==> config.mk <==
export PLATFORM = sky130hd
export DESIGN_NAME = cpu_bus_initiator
export DESIGN_NICKNAME = d
export VERILOG_FILES = /design/src/rtl/cpu_bus_pkg.sv /design/src/rtl/cpu_bus_initiator_timer.sv /design/src/rtl/cpu_bus_initiator.sv
export SDC_FILE = /design/constraint.sdc
export NUM_CORES = 1
export LEC_CHECK = 0
export ABC_CLOCK_PERIOD_IN_PS = 3700
export CAP_MARGIN = 10
export CORE_ASPECT_RATIO = 2
export CORE_MARGIN = 5
export CORE_UTILIZATION = 30
export DETAILED_ROUTE_END_ITERATION = 16
export MAX_ROUTING_LAYER = met4
export PLACE_DENSITY = 0.53
export SLEW_MARGIN = 10
export SYNTH_ARGS = -nofsm -noshare
export SYNTH_HDL_FRONTEND = slang
export SYNTH_HIERARCHICAL = 1
export SYNTH_SLANG_ARGS = --single-unit
export TNS_END_PERCENT = 100
==> constraint.sdc <==
create_clock -name clock -period 3.7 [get_ports clock]
set_input_delay 0.74 -clock clock [delete_from_list [all_inputs] [get_ports clock]]
set_output_delay 0.74 -clock clock [all_outputs]
set_load 0.02 [all_outputs]
==> src/rtl/cpu_bus_pkg.sv <==
// Shared types for the 8088 maximum-mode bus-cycle initiator.
// Request kinds, S2..S0 status encodings and FSM states.
package cpu_bus_pkg;

   typedef enum logic [2:0] {
      MEM_RD, MEM_WR, IO_RD, IO_WR, FETCH, INTA, HALT
   } req_t;

   typedef enum logic [2:0] {
      IDLE, T1, T2, T3, TW, T4
   } state_t;

   typedef logic [2:0] status_t;

   localparam status_t STS_INTA    = 3'b000;
   localparam status_t STS_IORD    = 3'b001;
   localparam status_t STS_IOWR    = 3'b010;
   localparam status_t STS_HALT    = 3'b011;
   localparam status_t STS_FETCH   = 3'b100;
   localparam status_t STS_MRD     = 3'b101;
   localparam status_t STS_MWR     = 3'b110;
   localparam status_t STS_PASSIVE = 3'b111;

   function automatic status_t status_of(input req_t t);
      status_t s;
      unique case (t)
         MEM_RD:  s = STS_MRD;
         MEM_WR:  s = STS_MWR;
         IO_RD:   s = STS_IORD;
         IO_WR:   s = STS_IOWR;
         FETCH:   s = STS_FETCH;
         INTA:    s = STS_INTA;
         HALT:    s = STS_HALT;
         default: s = STS_PASSIVE;
      endcase
      return s;
   endfunction

   function automatic logic is_write(input req_t t);
      return (t == MEM_WR) || (t == IO_WR);
   endfunction

   function automatic logic is_io(input req_t t);
      return (t == IO_RD) || (t == IO_WR);
   endfunction

endpackage

==> src/rtl/cpu_bus_initiator_timer.sv <==
// Tw state counter: clears in T1, counts each TW, saturates.
// expired_o flags the TW in which the count reaches TIMEOUT_CYCLES.
module bus_wait_timer #(
   parameter int unsigned TIMEOUT_CYCLES = 1024
) (
   input  logic clock,
   input  logic reset,
   input  logic clear_i,
   input  logic inc_i,
   output logic expired_o
);

   localparam int unsigned CW =
      (TIMEOUT_CYCLES < 2) ? 1 : $clog2(TIMEOUT_CYCLES);
   localparam int unsigned LIM_I =
      (TIMEOUT_CYCLES == 0) ? 0 : TIMEOUT_CYCLES - 1;
   localparam logic [CW-1:0] LIM = CW'(LIM_I);

   logic [CW-1:0] cnt_q, cnt_d;

   always_comb begin
      cnt_d = cnt_q;
      if (clear_i)
         cnt_d = '0;
      else if (inc_i && (cnt_q != '1))
         cnt_d = cnt_q + 1'b1;
   end

   always_ff @(posedge clock or posedge reset) begin
      if (reset)
         cnt_q <= '0;
      else
         cnt_q <= cnt_d;
   end

   // cnt_q holds the number of completed TW states before this one
   assign expired_o = (TIMEOUT_CYCLES != 0) && (cnt_q >= LIM);

endmodule

==> src/rtl/cpu_bus_initiator.sv <==
// 8088 maximum-mode bus-cycle initiator: request/response handshake
// in, T1..T4 bus cycles with Tw wait states out.
module cpu_bus_initiator
   import cpu_bus_pkg::*;
#(
   parameter int unsigned TIMEOUT_CYCLES = 1024
) (
   input  logic        clock,
   input  logic        reset,
   input  logic        req_valid,
   output logic        req_ready,
   input  req_t        req_type,
   input  logic [19:0] req_address,
   input  logic [7:0]  req_data,
   output logic        resp_valid,
   output logic [7:0]  resp_data,
   output logic        resp_timeout,
   output logic [19:0] cpu_address,
   output logic [7:0]  cpu_data_bus,
   output logic [2:0]  processor_status,
   output logic        processor_lock_n,
   input  logic        processor_ready,
   input  logic [7:0]  data_bus_in
);

   state_t      state_q;
   req_t        type_q;
   logic [7:0]  data_q;
   logic        inta2_q;
   logic        inta_cont_q;
   logic        req_ready_q;
   logic        resp_valid_q;
   logic [7:0]  resp_data_q;
   logic        resp_timeout_q;
   logic [19:0] addr_q;
   logic [7:0]  dbus_q;
   status_t     status_q;
   logic        lock_n_q;
   logic        tmo_hit;
   logic        accept;

   assign accept = req_valid && req_ready_q;

   bus_wait_timer #(
      .TIMEOUT_CYCLES(TIMEOUT_CYCLES)
   ) u_timer (
      .clock    (clock),
      .reset    (reset),
      .clear_i  (state_q == T1),
      .inc_i    (state_q == TW),
      .expired_o(tmo_hit)
   );

   always_ff @(posedge clock or posedge reset) begin
      if (reset) begin
         state_q        <= IDLE;
         type_q         <= MEM_RD;
         data_q         <= '0;
         inta2_q        <= 1'b0;
         inta_cont_q    <= 1'b0;
         req_ready_q    <= 1'b0;
         resp_valid_q   <= 1'b0;
         resp_data_q    <= '0;
         resp_timeout_q <= 1'b0;
         addr_q         <= '0;
         dbus_q         <= '0;
         status_q       <= STS_PASSIVE;
         lock_n_q       <= 1'b1;
      end else begin
         resp_valid_q   <= 1'b0;
         resp_timeout_q <= 1'b0;
         unique case (state_q)
            IDLE, T4: begin
               if (inta_cont_q) begin
                  state_q     <= T1;
                  inta2_q     <= 1'b1;
                  inta_cont_q <= 1'b0;
                  status_q    <= STS_INTA;
               end else if (accept) begin
                  state_q     <= T1;
                  req_ready_q <= 1'b0;
                  type_q      <= req_type;
                  data_q      <= req_data;
                  inta2_q     <= 1'b0;
                  status_q    <= status_of(req_type);
                  addr_q      <= is_io(req_type)
                               ? {4'h0, req_address[15:0]}
                               : req_address;
               end else begin
                  state_q     <= IDLE;
                  req_ready_q <= 1'b1;
               end
            end
            T1: begin
               state_q <= T2;
               if (is_write(type_q))
                  dbus_q <= data_q;
               if (type_q == INTA && !inta2_q)
                  lock_n_q <= 1'b0;
            end
            T2: begin
               state_q <= T3;
               if (type_q == INTA && inta2_q)
                  lock_n_q <= 1'b1;
            end
            T3, TW: begin
               if (type_q == HALT || processor_ready ||
                   (state_q == TW && tmo_hit)) begin
                  state_q  <= T4;
                  status_q <= STS_PASSIVE;
                  // first INTA cycle completes silently into the second
                  if (type_q == INTA && !inta2_q && processor_ready) begin
                     inta_cont_q <= 1'b1;
                  end else begin
                     resp_valid_q <= 1'b1;
                     req_ready_q  <= 1'b1;
                     if (type_q == HALT)
                        resp_data_q <= '0;
                     else if (processor_ready)
                        resp_data_q <= is_write(type_q) ? 8'h00 : data_bus_in;
                     else begin
                        resp_data_q    <= 8'hFF;
                        resp_timeout_q <= 1'b1;
                        lock_n_q       <= 1'b1;
                     end
                  end
               end else begin
                  state_q <= TW;
               end
            end
            default: state_q <= IDLE;
         endcase
      end
   end

   assign req_ready        = req_ready_q;
   assign resp_valid       = resp_valid_q;
   assign resp_data        = resp_data_q;
   assign resp_timeout     = resp_timeout_q;
   assign cpu_address      = addr_q;
   assign cpu_data_bus     = dbus_q;
   assign processor_status = status_q;
   assign processor_lock_n = lock_n_q;

endmodule

# Word level (Yosys, flattened, before mapping)
# Index checks and enable logic that the tools add are counted.
# totals
regBits,69
inputBits,43
wordCells,110
# op_classes
add_sub_neg,1
magnitude_cmp,1
n_eq_ne,25
mux,40
bitwise_logic,2
reduce_logical,27
# op_table
op,count
2-to-1 mux 1 bit,25
2-to-1 mux 8 bit,3
"equality test 3 bit, second input constant",7
case mux 3 bit (7 select lines),1
2-to-1 mux 10 bit,2
2-to-1 mux 20 bit,1
"!= test 2 bit, second input constant",8
"equality test 3 x 2 -> 1 bit, second input constant",5
case mux 3 bit (4 select lines),1
AND reduction 3 bit,4
"adder 10 x 1 -> 10 bit, second input constant",1
">= comparator 10 bit, second input constant",1
"!= test 10 bit, second input constant",1
"equality test 3 x 1 -> 1 bit, second input constant",3
2-to-1 mux 3 bit,3
AND reduction 7 bit,1
logical AND 1 bit,6
logical NOT 3 bit,2
case mux 3 bit (2 select lines),1
nonzero test 2 bit,3
logical OR 1 bit,4
case mux 1 bit (2 select lines),2
AND reduction 2 bit,2
AND reduction 4 bit,1
other kinds (6),8

# Logic depth before layout (Yosys ltp)
# depth
word_depth,6
mapped_depth,7
ltp_nobuf,7

# Hierarchy
# Netlist, hierarchy kept.
# by_module_without_submodules
mod,instances,cells_per_inst,area_per_inst_um2,seq_area_each_um2
cpu_bus_initiator,1,194,2529.9,1481.4
bus_wait_timer,1,57,541.8,250.2

# Worst setup path after synthesis
# OpenSTA, ideal clock, no wires.
# synth_path
path_kind,input -> register
from,input port req_valid
to,"register addr_q[0], in the netlist cpu_address[0]"
setup_time_ps,125
arrival_ps,1748
t_required_ps,3575
slack_ps,1827
stages,4
path_buffers,1
path_cell_list,nand2_1 nor4_4 buf_6 mux2_2
# synth_via
elab_chain_cells,2
# synth_rtl
element,line,source
from (decl),cpu_bus_initiator.sv:10,"input logic req_valid,"
logical AND 1 bit,cpu_bus_initiator.sv:42,assign accept = req_valid && req_ready_q;
AND reduction 3 bit (no source line),n/a,
to (signal assigned),cpu_bus_initiator.sv:86,addr_q <= is_io(req_type)
to (decl),cpu_bus_initiator.sv:35,logic [19:0] addr_q;
# No other way between the ends.
# A chain may end at the register's enable or synchronous reset.

# Worst setup path in the final report
# layout_path
from,input port processor_ready
to,"register resp_data_q[1], in the netlist resp_data[1]"
# layout_via
elab_chain_cells,3
word_cells_on_any_way,7
# layout_rtl
element,line,source
from (decl),cpu_bus_initiator.sv:22,"input logic processor_ready,"
logical OR 1 bit or logical AND 1 bit (tied branches),"cpu_bus_initiator.sv:107, cpu_bus_initiator.sv:112",
logical OR 1 bit or NOT 1 bit (tied branches),n/a,
AND reduction 3 bit (no source line),n/a,
to (signal assigned),cpu_bus_initiator.sv:120,resp_data_q <= is_write(type_q) ? 8'h00 : data_bus_in;
to (decl),cpu_bus_initiator.sv:33,logic [7:0] resp_data_q;
# Several ways; a longest one is shown, not always the timed one.

==> impl_metrics.ini <==
[setup_path]
cp-start-kind = input pin
critPathKind = input pin to flip-flop
critPathCaptureType = flip-flop
required_ns = 3.88
worst_ep_arrival_time_ns = 2.50
crit_fanout = 9

[yosys]
syn-cell-area_mm2 = 0.003072
synth.net_count = 295
synth_largest_area_cell = dfrtp_1
synth_area_leaders = dfrtp_1 53%, mux2_2 12%, dfstp_2 3.4%, o2bb2ai_1 2.6%, a21oi_1 2.4%
synth_cell_types = 51
synthCells = 251
seq_area_frac_synth = 0.5637
ys_warn_count = 6
ys_seq_elements = 69
synth_top_area_share = 0.5295
synth_top_flop_cell = dfrtp_1
synth_edf_count = 0
synthArstFlopShare = 1.000
syn_area_per_cell_um2 = 12.24

[sta]
fmax_mhz = 429.6
drv_slew = 0
grt_setup_unrepaired = no
setup-violations-final = 0
min_period_over_period = 0.6291
hold_viol = 0
setup_ws_ns = 1.372
finalCriticalPeriod_ns = 2.328
timing.setup.tns_ns = 0
clock_skew_ns = 0.005369
tightest_slew_ns = 0.6877
relSlewSlack = 0.5398

[floorplanning]
die_y_um = 153.1
die_w_um = 81.55
rows = 52
start_util = 0.3046
die_area_mm2 = 0.01249
core_mm2 = 0.01008
io_pins = 86

[clock_tree]
clockRootBuffer = clkbuf_16
cts_tree = yes
cts_buffers = 9
cts_buffer_depth = 2
clock_latency_ns = 0.33
htree_levels = 3
clk_pin_slew_ns = 0.06
post_cts_resized = 0
cts_hold_buffers = 0
cts_sinks = 69
post_cts_buffers = 0

[final_layout]
layout-drive-gt1-share = 0.1942
antenna_cells = 0
final-seq-area_mm2 = 0.001732
final_common_cell = clkdlybuf4s50_1
fillers = 951
multi_input_area_mm2 = 0.001229
final_net_count = 384
mostFrequentLayoutCells = 85 x clkdlybuf4s50_1, 65 x dfrtp_1, 34 x mux2_2
final_cells = 480
area_growth_pct = 43.34

[power_and_ir_drop]
p_per_area_mw_per_mm2 = 869.7
p_leak_nw = 1.814
total_power_mw = 3.829
vdd_drop_max_v = 0.0003908

[route]
wire_per_inst_um = 16.21
via_per_inst = 4.827
initialDrtViolationCount = 89
drc = 0
drtAntennaViolNets = 0
vias = 2317
first_pass_iters = 4
wirelength_um = 7781

[global_routing]
grt_pass1_wl_um = 13070
grt_max_degree = 36
grt_pass1_vias = 2636
grt-ovfl-total = 0
antenna_found_initial = 0
grtUsageTotal = 0.1395

[flow_run]
max_cap_viol_count = 0

[place]
pre_cts_ws_ns = 1.031
place_hpwl_um = 5876
place_congestion = 0.7903
port_buffers = 85
dp_cells = 464

[hold_path]
worstHoldPathType = flip-flop to flip-flop

[status]
outcome = finished clean
metrics by stage:
step                hold slack [ns]  cell area [µm²]    util
finish                       0.4893             4403  0.4366
floorplan                    0.4541             3072       -
CTS                          0.4953             4403  0.4366
detailed placement           0.4770             4044  0.4010
global route                 0.5092             4403  0.4366
global placement             0.4666             4044  0.4010
path summary, 6_finish.rpt:
kind	start	to	slack (ns)	cells after the start
max	processor_ready	resp_data[1]	1.37	5
min	resp_data[3]	resp_data[3]	0.49	1
max reg2reg	u_timer/cnt_q[0]	resp_data[1]	1.41	7
min reg2reg	resp_data[3]	resp_data[3]	0.49	1
max in group asynchronous	reset	processor_status[2]	2.26	3
min in group asynchronous	reset	resp_data[3]	0.73	2
layer usage:
metal / GRT usage / up-vias / part of all wire
met5: - / - / 0
met4: 0.04835 / 0 / 0.014
met3: 0.03651 / 7 / 0.040
met2: 0.2471 / 57 / 0.56
met1: 0.1437 / 1160 / 0.38
li1: - / 1093 / -
power by group:
group,internal (mW),switching (mW),leakage [nW]
clock,0.696,0.317,0.172
sequential,1.09,0.227,0.849
combinational,0.789,0.714,0.794
total,2.57,1.26,1.81
registers in the layout (all words and copies together), names as in the netlist:
name / count
cpu_address: 20
u_timer/cnt_q: 10
cpu_data_bus: 8
data_q: 8
resp_data: 8
processor_status: 3
state_q: 3
type_q: 3
inta2_q: 1
inta_cont_q: 1
processor_lock_n: 1
req_ready: 1
resp_timeout: 1
resp_valid: 1
critical path: stages:
cell             delay (ns)
clkdlybuf4s50_1        0.55
clkinv_1               0.26
or3_1                  0.47
o211ai_1               0.31
o2bb2ai_1              0.17
cells by family (layout without fill, tap and decap cells):
family | count (synthesis) | in the layout | share of synthesized area
flops | 69 | 69 | 0.5637
buf+inv | 20 | 114 | 0.03625
simple gates | 66 | 66 | 0.1222
mux | 38 | 38 | 0.1385
xor+xnor | 5 | 5 | 0.01670
compound gates | 52 | 52 | 0.1185
fa+ha+maj | 1 | 1 | 0.004073
final cells by class:
cell class,instances,share of cell area
clock buffers,11,0.05740
clock inverters,5,0.02415
inverters,9,0.007673
multi-input cells,162,0.2791
flip-flops and latches,69,0.3933
well taps,135,0.03836
repair buffers,89,0.2001
cells in the mapped netlist, drive strengths merged, types with 2 or more instances:
cell	n
nor2	17
nand3	7
a211oi	2
nor3	4
inv	8
nor3b	2
mux2i	2
a21oi	15
nand2b	3
xor2	3
o21ai	11
o31ai	2
o21a	2
nand4	3
buf	7
dfstp	4
o2bb2ai	9
o31a	3
and4	2
and3b	2
nand2	10
mux2	36
or3	5
dfrtp	65
or2	2
xnor2	2
nor4	3
clkbuf	4
(Power assumes the default switching activity.)
